## src/rtl/regfile_2r1w.sv

```systemverilog
// Two-read/one-write register bank with byte-enable writes, write-first forwarding
// and a sequenced bulk-clear engine reporting busy/done.
module regfile_2r1w #(
  parameter int unsigned WIDTH = 16,
  parameter int unsigned DEPTH = 8,
  parameter int unsigned ADDR  = 3
) (
  input  logic                 i_clk,
  input  logic                 i_rst_n,
  input  logic                 i_wr_en,
  input  logic [ADDR-1:0]      i_wr_addr,
  input  logic [WIDTH-1:0]     i_wr_data,
  input  logic [WIDTH/8-1:0]   i_wr_byte_en,
  input  logic                 i_rd_en_a,
  input  logic [ADDR-1:0]      i_rd_addr_a,
  output logic [WIDTH-1:0]     o_rd_data_a,
  output logic                 o_rd_valid_a,
  input  logic                 i_rd_en_b,
  input  logic [ADDR-1:0]      i_rd_addr_b,
  output logic [WIDTH-1:0]     o_rd_data_b,
  output logic                 o_rd_valid_b,
  input  logic                 i_clr_req,
  output logic                 o_busy,
  output logic                 o_clr_done
);

  localparam int unsigned NBYTES = WIDTH / 8;
  localparam logic [ADDR:0]   DepthL  = (ADDR + 1)'(DEPTH);
  localparam logic [ADDR-1:0] LastIdx = ADDR'(DEPTH - 1);

  typedef enum logic [0:0] {StIdle, StClear} state_e;

  state_e             r_state;
  state_e             w_state_next;
  logic [WIDTH-1:0]   r_mem [DEPTH];
  logic [ADDR-1:0]    r_cnt;
  logic [WIDTH-1:0]   r_rd_data_a;
  logic [WIDTH-1:0]   r_rd_data_b;
  logic               r_rd_valid_a;
  logic               r_rd_valid_b;
  logic               r_clr_done;

  logic               w_idle;
  logic               w_clearing;
  logic               w_last;
  logic               w_wr_in_range;
  logic               w_rd_in_range_a;
  logic               w_rd_in_range_b;
  logic               w_wr_accept;
  logic               w_rd_fire_a;
  logic               w_rd_fire_b;
  logic [WIDTH-1:0]   w_wr_old;
  logic [WIDTH-1:0]   w_wr_merged;
  logic [WIDTH-1:0]   w_rd_val_a;
  logic [WIDTH-1:0]   w_rd_val_b;

  assign w_idle     = (r_state == StIdle);
  assign w_clearing = (r_state == StClear);
  assign w_last     = (r_cnt == LastIdx);

  assign w_wr_in_range   = ({1'b0, i_wr_addr}   < DepthL);
  assign w_rd_in_range_a = ({1'b0, i_rd_addr_a} < DepthL);
  assign w_rd_in_range_b = ({1'b0, i_rd_addr_b} < DepthL);

  // A clear request in the same cycle pre-empts the write.
  assign w_wr_accept = w_idle && !i_clr_req && i_wr_en && w_wr_in_range;
  assign w_rd_fire_a = w_idle && i_rd_en_a;
  assign w_rd_fire_b = w_idle && i_rd_en_b;

  always_comb begin
    w_wr_old    = w_wr_in_range ? r_mem[i_wr_addr] : '0;
    w_wr_merged = w_wr_old;
    for (int i = 0; i < NBYTES; i++) begin
      if (i_wr_byte_en[i]) begin
        w_wr_merged[8*i +: 8] = i_wr_data[8*i +: 8];
      end
    end
  end

  // Write-first: a read hitting the address being written sees the merged word.
  always_comb begin
    w_rd_val_a = '0;
    if (w_rd_in_range_a) begin
      if (w_wr_accept && (i_wr_addr == i_rd_addr_a)) begin
        w_rd_val_a = w_wr_merged;
      end else begin
        w_rd_val_a = r_mem[i_rd_addr_a];
      end
    end
  end

  always_comb begin
    w_rd_val_b = '0;
    if (w_rd_in_range_b) begin
      if (w_wr_accept && (i_wr_addr == i_rd_addr_b)) begin
        w_rd_val_b = w_wr_merged;
      end else begin
        w_rd_val_b = r_mem[i_rd_addr_b];
      end
    end
  end

  always_comb begin
    w_state_next = r_state;
    unique case (r_state)
      StIdle:  if (i_clr_req) w_state_next = StClear;
      StClear: if (w_last)    w_state_next = StIdle;
      default: w_state_next = StIdle;
    endcase
  end

  always_ff @(posedge i_clk) begin
    if (!i_rst_n) begin
      r_state <= StIdle;
    end else begin
      r_state <= w_state_next;
    end
  end

  always_ff @(posedge i_clk) begin
    if (!i_rst_n) begin
      r_cnt      <= '0;
      r_clr_done <= 1'b0;
    end else begin
      r_clr_done <= w_clearing && w_last;
      if (w_clearing) begin
        r_cnt <= w_last ? '0 : r_cnt + 1'b1;
      end
    end
  end

  always_ff @(posedge i_clk) begin
    if (!i_rst_n) begin
      for (int i = 0; i < DEPTH; i++) begin
        r_mem[i] <= '0;
      end
    end else if (w_clearing) begin
      r_mem[r_cnt] <= '0;
    end else if (w_wr_accept) begin
      r_mem[i_wr_addr] <= w_wr_merged;
    end
  end

  always_ff @(posedge i_clk) begin
    if (!i_rst_n) begin
      r_rd_data_a  <= '0;
      r_rd_data_b  <= '0;
      r_rd_valid_a <= 1'b0;
      r_rd_valid_b <= 1'b0;
    end else begin
      r_rd_valid_a <= w_rd_fire_a;
      r_rd_valid_b <= w_rd_fire_b;
      if (w_rd_fire_a) r_rd_data_a <= w_rd_val_a;
      if (w_rd_fire_b) r_rd_data_b <= w_rd_val_b;
    end
  end

  assign o_rd_data_a  = r_rd_data_a;
  assign o_rd_data_b  = r_rd_data_b;
  assign o_rd_valid_a = r_rd_valid_a;
  assign o_rd_valid_b = r_rd_valid_b;
  assign o_busy       = w_clearing;
  assign o_clr_done   = r_clr_done;

endmodule
```

## config.mk

```make
export PLATFORM = sky130hd
export DESIGN_NAME = regfile_2r1w
export DESIGN_NICKNAME = d
export VERILOG_FILES = /design/src/rtl/regfile_2r1w.sv
export SDC_FILE = /design/constraint.sdc
export NUM_CORES = 1
export LEC_CHECK = 0
export CELL_PAD_IN_SITES_DETAIL_PLACEMENT = 1
export CELL_PAD_IN_SITES_GLOBAL_PLACEMENT = 1
export CORE_MARGIN = 2
export CORE_UTILIZATION = 40
export DETAILED_ROUTE_END_ITERATION = 16
export PLACE_DENSITY = 0.72
export SLEW_MARGIN = 10
export SYNTH_ARGS = -nofsm -noshare
export SYNTH_HDL_FRONTEND = slang
export SYNTH_SLANG_ARGS = --single-unit
```

## constraint.sdc

```tcl
create_clock -name i_clk -period 3.4 [get_ports i_clk]
set_input_delay 0.68 -clock i_clk [delete_from_list [all_inputs] [get_ports i_clk]]
set_output_delay 0.68 -clock i_clk [all_outputs]
set_load 0.05 [all_outputs]
```

# Yosys cells after proc, flatten, opt, wreduce, memory -nomap -nowiden
# Memory sizes are Yosys's and may differ from the RTL's. A register that Yosys moved wholly into a read port is not among the register bits.
# Cells that the tools add are included.
[classes]
n_addsub = 1
eq_ne = 1
muxes = 20
n_bitwise = 1
reduce_logical = 10
[ops]
columns = ["op", "count"]
rows = [
  ["$mux 16", 2],
  ["$reduce_or 16->1", 2],
  ["$mux 8", 2],
  ["$mux 1", 12],
  ["$mux 3", 3],
  ["$logic_and 1x1->1", 5],
  ["$add 3x1->3 const B", 1],
  ["$eq 3x3->1 const B", 1],
  ["$logic_not 1->1", 3],
  ["$pmux 1 s2", 1],
  ["$not 1->1", 1],
]
[totals]
ff_bits = 7
ram_bits = 128
input_bits = 33
out_inout_bits = 36
wordCells = 39
mem_count = 1
[mem_list]
columns = ["name", "depth", "width", "read_ports", "rd_ports_with_merged_regs", "write_ports", "line_no", "text"]
rows = [
  ["r_mem", 8, 16, 3, 2, 8, "35", "logic [WIDTH-1:0] r_mem [DEPTH];"],
]

# Logic depth before layout (Yosys ltp)
# Gate-level depths: netlist (run 1).
[logic_depth]
word_depth = 9
mapped_depth = 10
mapped_depth_nobuf = 6

# Worst setup path before layout (run 1)
# OpenSTA, ideal clock, no wires.
[synth_path]
path_type = "flip-flop to flip-flop"
startpoint = "reg r_state, in the netlist o_busy"
endpoint = "mem r_mem[3][0] (enable)"
setup_time_ns = 0.372
t_arrival_ns = 2.323
required_time_ns = 3.028
path_slack_ns = 0.705
stages_incl_launch_ff = 8
n_path_buf = 2
period_less_slack_ns = 2.695
cell_sequence = "dfxtp_1 > and4bb_1 > buf_6 > or3_2 > o31ai_1 > nand2_1 > clkbuf_1 > nand2_1"
[synth_rtl]
columns = ["item", "line_no", "text"]
rows = [
  ["start, declared", "33", "state_e r_state;"],
  ["start signal, assigned", "114", "r_state <= StIdle;"],
  ["start signal, assigned", "116", "r_state <= w_state_next;"],
  ["end, declared", "35", ""],
]

# Final worst setup path (run 1)
[layout_path]
startpoint = "reg r_state, in the netlist o_busy"
endpoint = "out o_busy"
[layout_rtl]
columns = ["item", "line_no", "text"]
rows = [
  ["end, declared", "23", "output logic o_busy,"],
]
# No word-level cell between the ends.

==> results of run 1 <==
==> power by group through the flow <==
stage	Clock, uW	Sequential [uW]	Combinational (uW)
detailed placement	0	2410	857
CTS	1960	2360	862
global route	2050	2380	905
global placement	0	2400	839
finish	1950	2370	862
floorplan	0	2460	487
==> cells in the final DEF (no fill, tap or decap), types with 4 or more instances in the layout <==
cell               n
a21oi_1           20
a221oi_1          15
a22o_1            48
and2_1             5
buf_12            15
buf_4             32
clkbuf_16         17
clkdlybuf4s50_1   65
dfxtp_1           39
edfxtp_1         128
inv_1             20
inv_6              4
mux2i_1          131
mux4_2            34
mux4_4            30
nand2_1           19
nor2_1           134
nor2b_1            6
o21ai_0            4
o21ai_2           16
o221ai_1           4
==> layout make-up <==
type                       instances  area [um^2]  area share
tap                              319          399      0.0349
clock buffer                      20          457      0.0399
inverter                          20         75.1     0.00656
sequential                       167         4620       0.404
timing repair buffer             114         1200       0.105
multi-input combinational        497         4570       0.399
clock inverter                    12          116      0.0102
==> state kept, by name, summed over array words and instances, names as in the netlist <==
name / count
o_clr_done: 1
r_mem: 128
o_rd_valid_a: 1
o_busy: 1
o_rd_data_a: 16
r_cnt: 3
o_rd_data_b: 16
o_rd_valid_b: 1
==> cells in the mapped netlist, types with 6 or more instances <==
master,number,area (um^2)
mux4_2,34,766
buf_2,18,90.1
clkbuf_1,21,78.8
a21oi_1,20,100
inv_1,20,75.1
buf_6,6,67.6
nand2_1,19,71.3
o21ai_2,16,140
buf_4,11,82.6
mux2i_1,131,1310
nor2_1,134,503
nor2b_1,6,37.5
edfxtp_1,128,3840
mux4_4,30,751
a22o_1,48,420
a221oi_1,15,131
dfxtp_1,39,781
==> cell families (layout without fill, tap and decap cells) <==
| family | Yosys count | count (layout) | share of synthesized area |
|---|---|---|---|
| fa+ha+maj | 2 | 2 | 0.00258 |
| compound gates | 118 | 118 | 0.0970 |
| flops | 167 | 167 | 0.477 |
| mux | 196 | 196 | 0.293 |
| buf+inv | 86 | 166 | 0.0516 |
| simple gates | 181 | 181 | 0.0786 |
==> how the worst min path moves through the flow <==
stage	start	depth (start not counted)	end	slack, ns
floorplan	r_cnt[1]$_SDFFE_PN0P_	2	r_cnt[1]$_SDFFE_PN0P_	0.55
CTS	o_rd_data_a[0]$_SDFFE_PN0P_	1	o_rd_data_a[0]$_SDFFE_PN0P_	0.49
finish	o_rd_data_a[15]$_SDFFE_PN0P_	1	o_rd_data_a[15]$_SDFFE_PN0P_	0.48
detailed placement	o_rd_data_a[0]$_SDFFE_PN0P_	1	o_rd_data_a[0]$_SDFFE_PN0P_	0.47
global route	o_rd_data_a[9]$_SDFFE_PN0P_	1	o_rd_data_a[9]$_SDFFE_PN0P_	0.51
global placement	o_rd_data_a[0]$_SDFFE_PN0P_	1	o_rd_data_a[0]$_SDFFE_PN0P_	0.47
==> per-layer routing <==
metal	vias to the layer above	part of all wire
li1	3014	-
met1	3716	0.40
met2	328	0.49
met3	84	0.064
met4	0	0.045
met5	-	0
==> metrics by stage <==
step	hold slack (ns)	utilization	std cells	area (um^2)	total power, uW
2_1_floorplan	0.547	-	750	9700	2950
3_3_place_gp	0.465	0.460	1117	10900	3240
3_5_place_dp	0.471	0.460	1117	10900	3270
4_1_cts	0.487	0.485	1149	11400	5180
5_1_grt	0.505	0.485	1149	11400	5330
6_report	0.481	0.485	1149	11400	5180
==> results.sh, run 1 <==
export IMPL_cts_max_path_buffers=2
export IMPL_cp_max_fo=14
export IMPL_cts_root_buffer="clkbuf_16"
export IMPL_setup_tns_final_ns=0
export IMPL_cp_endpoint="o_busy"
export IMPL_worst_r2r_cell_count=6
export IMPL_fillCellCount=2454
export IMPL_relSlewSlack=0.284
export IMPL_antenna_found_initial=0
export IMPL_comb_power_share=0.166
export IMPL_r2r_end="r_mem[3][1]$_SDFFCE_PN0P_"
export IMPL_grt_total_usage=0.265
export IMPL_drc=0
export IMPL_fmaxAchievable_mhz=378
export IMPL_cts_tree="yes"
export IMPL_p_switching_uw=1460
export IMPL_r2r_start="o_busy$_SDFF_PN0_"
export IMPL_yosys_most_used_dff="edfxtp_1"
export IMPL_ioPinCount=69
export IMPL_rsz0062_at_grt="no"
export IMPL_seqPwrFrac=0.457
export IMPL_grt_pass1_wl_um=49700
export IMPL_vias=7142
export IMPL_ctsHoldBuffers=0
export IMPL_synth_cell_area_um2=9700
export IMPL_synth_cell_types=44
export IMPL_vdd_drop_max_mv=0.359
export IMPL_finalSetupViolations=0
export IMPL_cts_setup_buffers=0
export IMPL_cp_end_kind="output port"
export IMPL_core_um2=23600
export IMPL_synth_edf_count=128
export IMPL_met3_usage=0.0379
export IMPL_crit_path_cell_trace="clkdlybuf4s50_1"
export IMPL_crit_path_start="o_busy$_SDFF_PN0_"
export IMPL_drt_initial_drc_count=711
export IMPL_crit_required_ns=2.72
export IMPL_area_growth_pct=18.0
export IMPL_status="complete, no violations"
export IMPL_clkPwrFrac=0.377
export IMPL_wire_per_inst_um=28.9
export IMPL_grt_pass1_vias=7512
export IMPL_avgViaCountPerCell=6.22
export IMPL_critPathSlowestCell="clkdlybuf4s50_1"
export IMPL_critPathMaxStageDelay_ns=0.90
export IMPL_dp_hpwl_um=20800
export IMPL_p_leak_uw=0.00438
export IMPL_port_buffers=68
export IMPL_drtPass1Iterations=5
export IMPL_path_clk_slew_ns=0.07
export IMPL_swShare=0.282
export IMPL_rows=56
export IMPL_synth_nets=785
export IMPL_avgSynthCellArea_um2=12.9
export IMPL_die_area_um2=25500
export IMPL_crit_type="flip-flop to output port"
export IMPL_gp_congestion=0.874
export IMPL_grtUsageMet2=0.444
export IMPL_wl_um=33300
export IMPL_busiest_layer="met2"
export IMPL_reg2reg_slack_ns=0.94
export IMPL_start_util=0.411
export IMPL_clock_sinks=167
export IMPL_grt_ovfl_total=0
export IMPL_worstHoldPathType="flip-flop to flip-flop"
export IMPL_fp_dieH_um=160
export IMPL_async_flop_share=0
export IMPL_place_ws_ns=0.307
export IMPL_hold_viol=0
export IMPL_timing_critical_path_buf_inv=1
export IMPL_synth_seq_cells=167
export IMPL_power_density_nw_per_um2=453
export IMPL_use_met1=0.337
export IMPL_critPathLaunchType="flip-flop"
export IMPL_yosys_warnings=0
export IMPL_synthCells=750
export IMPL_p_int_uw=3720
export IMPL_cts_resized=0
export IMPL_period_minus_slack_ns=2.65
export IMPL_fin_skew_ns=0.00792
export IMPL_numCtsBuffers=17
export IMPL_worst_pin_slew_ns=1.07
export IMPL_final_max_slew_violation_count=0
export IMPL_finalNetCount=852
export IMPL_layout_drive_gt1_share=0.198
export IMPL_arrival_ns=1.97
export IMPL_grt_start_max_net_pins=37
export IMPL_worst_path_dominant_cell_family="buffers and inverters"
export IMPL_antennaDiodeCount=0
export IMPL_worstSetupPathDepth=1
export IMPL_setup_ws_ns=0.754
export IMPL_min_period_over_period=0.778
export IMPL_clk_latency_ns=0.44
export IMPL_htree_levels=4
export IMPL_seq_area_frac_synth=0.477
export IMPL_chipWidth_um=160
export IMPL_drtAntennaViolNets=0
export IMPL_maxCapViolCount=0
(Power assumes the default switching activity.)
==> run 2, diff against run 1 <==
PLACE_DENSITY = 0.74   (was 0.72)
clock period = 2.1 ns   (was 3.4 ns; I/O delays follow)
==> run 2 against run 1 <==
Wire length rose by 5.0%. Design area grew 9.7%. Die area stayed put. Critical path type is now flip-flop to flip-flop. Hold slack got worse by 0.0039 ns. Utilization is 4.7 points higher. Global-route usage increased by 1.1 points. Flip-flop and latch count is the same. Critical path depth up 7.
==> results.sh, run 2 (synthesized netlist as in run 1, its figures left out) <==
export IMPL_regMostFlops="r_mem"
export IMPL_worstHoldPathType="flip-flop to flip-flop"
export IMPL_grt_pass1_vias=8238
export IMPL_die_area_um2=25500
export IMPL_clkPwrFrac=0.385
export IMPL_hold_viol=0
export IMPL_grt_pass1_wl_um=52200
export IMPL_power_density_nw_per_um2=707
export IMPL_r2r_start="o_busy$_SDFF_PN0_"
export IMPL_swShare=0.271
export IMPL_p_int_uw=6470
export IMPL_drt_initial_drc_count=878
export IMPL_vias=7640
export IMPL_ioPinCount=69
export IMPL_vdd_drop_max_mv=0.512
export IMPL_numCtsBuffers=17
export IMPL_antenna_found_initial=1
export IMPL_fmaxAchievable_mhz=477
export IMPL_drtPass1Iterations=5
export IMPL_fin_skew_ns=0.00921
export IMPL_comb_power_share=0.183
export IMPL_dpl_cell_area_um2=11700
export IMPL_setup_tns_final_ns=0
export IMPL_crit_type="flip-flop to flip-flop"
export IMPL_period_minus_slack_ns=2.10
export IMPL_min_to="o_rd_data_a[8]$_SDFFE_PN0P_"
export IMPL_crit_required_ns=2.43
export IMPL_drtAntennaViolNets=0
export IMPL_final_max_slew_violation_count=0
export IMPL_largest_register_ffs=128
export IMPL_wl_um=34900
export IMPL_worst_pin_slew_ns=0.516
export IMPL_cts_root_buffer="clkbuf_16"
export IMPL_clock_sinks=167
export IMPL_grt_ovfl_total=0
export IMPL_rsz0062_at_grt="yes"
export IMPL_maxCapViolCount=0
export IMPL_cts_max_path_buffers=2
export IMPL_drc=0
export IMPL_critPathLaunchType="flip-flop"
export IMPL_cts_tree="yes"
export IMPL_area_growth_pct=29.5
export IMPL_instances_no_fill=1233
export IMPL_layout_drive_gt1_share=0.300
export IMPL_fp_dieH_um=160
export IMPL_grt_total_usage=0.276
export IMPL_dp_hpwl_um=23800
export IMPL_total_power_uw=8870
export IMPL_gp_congestion=0.935
export IMPL_port_buffers=68
export IMPL_rows=56
export IMPL_cp_end_kind="flip-flop"
export IMPL_status="complete, no violations"
export IMPL_whs_ns=0.477
export IMPL_reg2reg_slack_ns=0.002
export IMPL_relSlewSlack=0.655
export IMPL_avgViaCountPerCell=6.20
export IMPL_final_common_cell="nor2_1"
export IMPL_finalSetupViolations=0
export IMPL_min_from="o_rd_data_a[8]$_SDFFE_PN0P_"
export IMPL_layout_common_cells="nor2_1, edfxtp_1, mux2i_1"
export IMPL_cp_max_fo=6
export IMPL_clk_latency_ns=0.44
export IMPL_p_leak_uw=0.00493
export IMPL_dp_cells=1195
export IMPL_path_clk_slew_ns=0.07
export IMPL_grt_start_max_net_pins=24
export IMPL_hold_path_cell_count=1
export IMPL_core_um2=23600
export IMPL_finalNetCount=935
export IMPL_p_switching_uw=2410
export IMPL_seqPwrFrac=0.432
export IMPL_arrival_ns=2.43
export IMPL_htree_levels=4
export IMPL_start_util=0.411
export IMPL_r2r_end="o_rd_data_b[13]$_SDFFE_PN0P_"
export IMPL_chipWidth_um=160
export IMPL_min_period_over_period=0.999
export IMPL_fin_area_um2=12600
export IMPL_wire_per_inst_um=28.3
export IMPL_worst_r2r_cell_count=8
[run 2: per-layer routing]
layer	GRT usage	up-vias	routed length (um)
li1	-	3197	-
met1	0.346	3902	13600
met2	0.459	446	17200
met3	0.0618	95	2830
met4	0.121	0	1280
met5	0	-	0
[run 2: layout make-up]
class	instances	area, um^2
Sequential cell	167	4630
Tap cell	319	399
Fill cell	2368	11100
Antenna cell	1	2.50
Clock buffer	18	429
Inverter	20	75.1
Multi-Input combinational cell	498	4750
Timing Repair Buffer	196	2080
Clock inverter	14	196
[run 2: power by group through the flow]
stage,logic [uW],registers [uW],clock network [uW]
floorplan,793,3980,0
global placement,1510,3870,0
detailed placement,1560,3890,0
CTS,1590,3830,3430
global route,1690,3840,3570
finish,1620,3830,3420
[run 2: worst max-delay path, stage by stage (launching register included)]
cell and delay (ns):
dfxtp_4 0.34, and4bb_2 0.33, mux2_4 0.32, o21ai_2 0.11, nand4b_1 0.15, buf_6 0.18, buf_12 0.15, mux2i_4 0.19
a22o_1 0.20
[run 2: worst max-delay path by stage]
stage	start	end	slack, ns	cells past startpoint
final	o_busy$_SDFF_PN0_	o_rd_data_b[13]$_SDFFE_PN0P_	0.002	8
after global routing	o_busy$_SDFF_PN0_	o_rd_data_b[13]$_SDFFE_PN0P_	-0.08	8
after CTS	o_busy$_SDFF_PN0_	o_rd_data_b[13]$_SDFFE_PN0P_	0.003	9
after detailed placement	i_clr_req	o_rd_data_b[13]$_SDFFE_PN0P_	-0.56	9
after global placement	i_clr_req	r_mem[7][3]$_SDFFCE_PN0P_	-0.46	8
after floorplan	i_clr_req	r_mem[5][0]$_SDFFCE_PN0P_	-0.06	6
[run 2: stage by stage]
| step | setup slack, ns | utilization |
|---|---|---|
| 2_1_floorplan | -0.0609 | - |
| 3_3_place_gp | -0.464 | 0.496 |
| 3_5_place_dp | -0.555 | 0.496 |
| 4_1_cts | 0.00321 | 0.528 |
| 5_1_grt | -0.0757 | 0.532 |
| 6_report | 0.00213 | 0.532 |
[run 2: timing repair]
action	in CTS	in global routing
hold buffers	0	0
buffers inserted	2	1
gates resized for setup	25	15
pin swaps	4	10
gates cloned	1	1
endpoints found under the setup margin	233	105
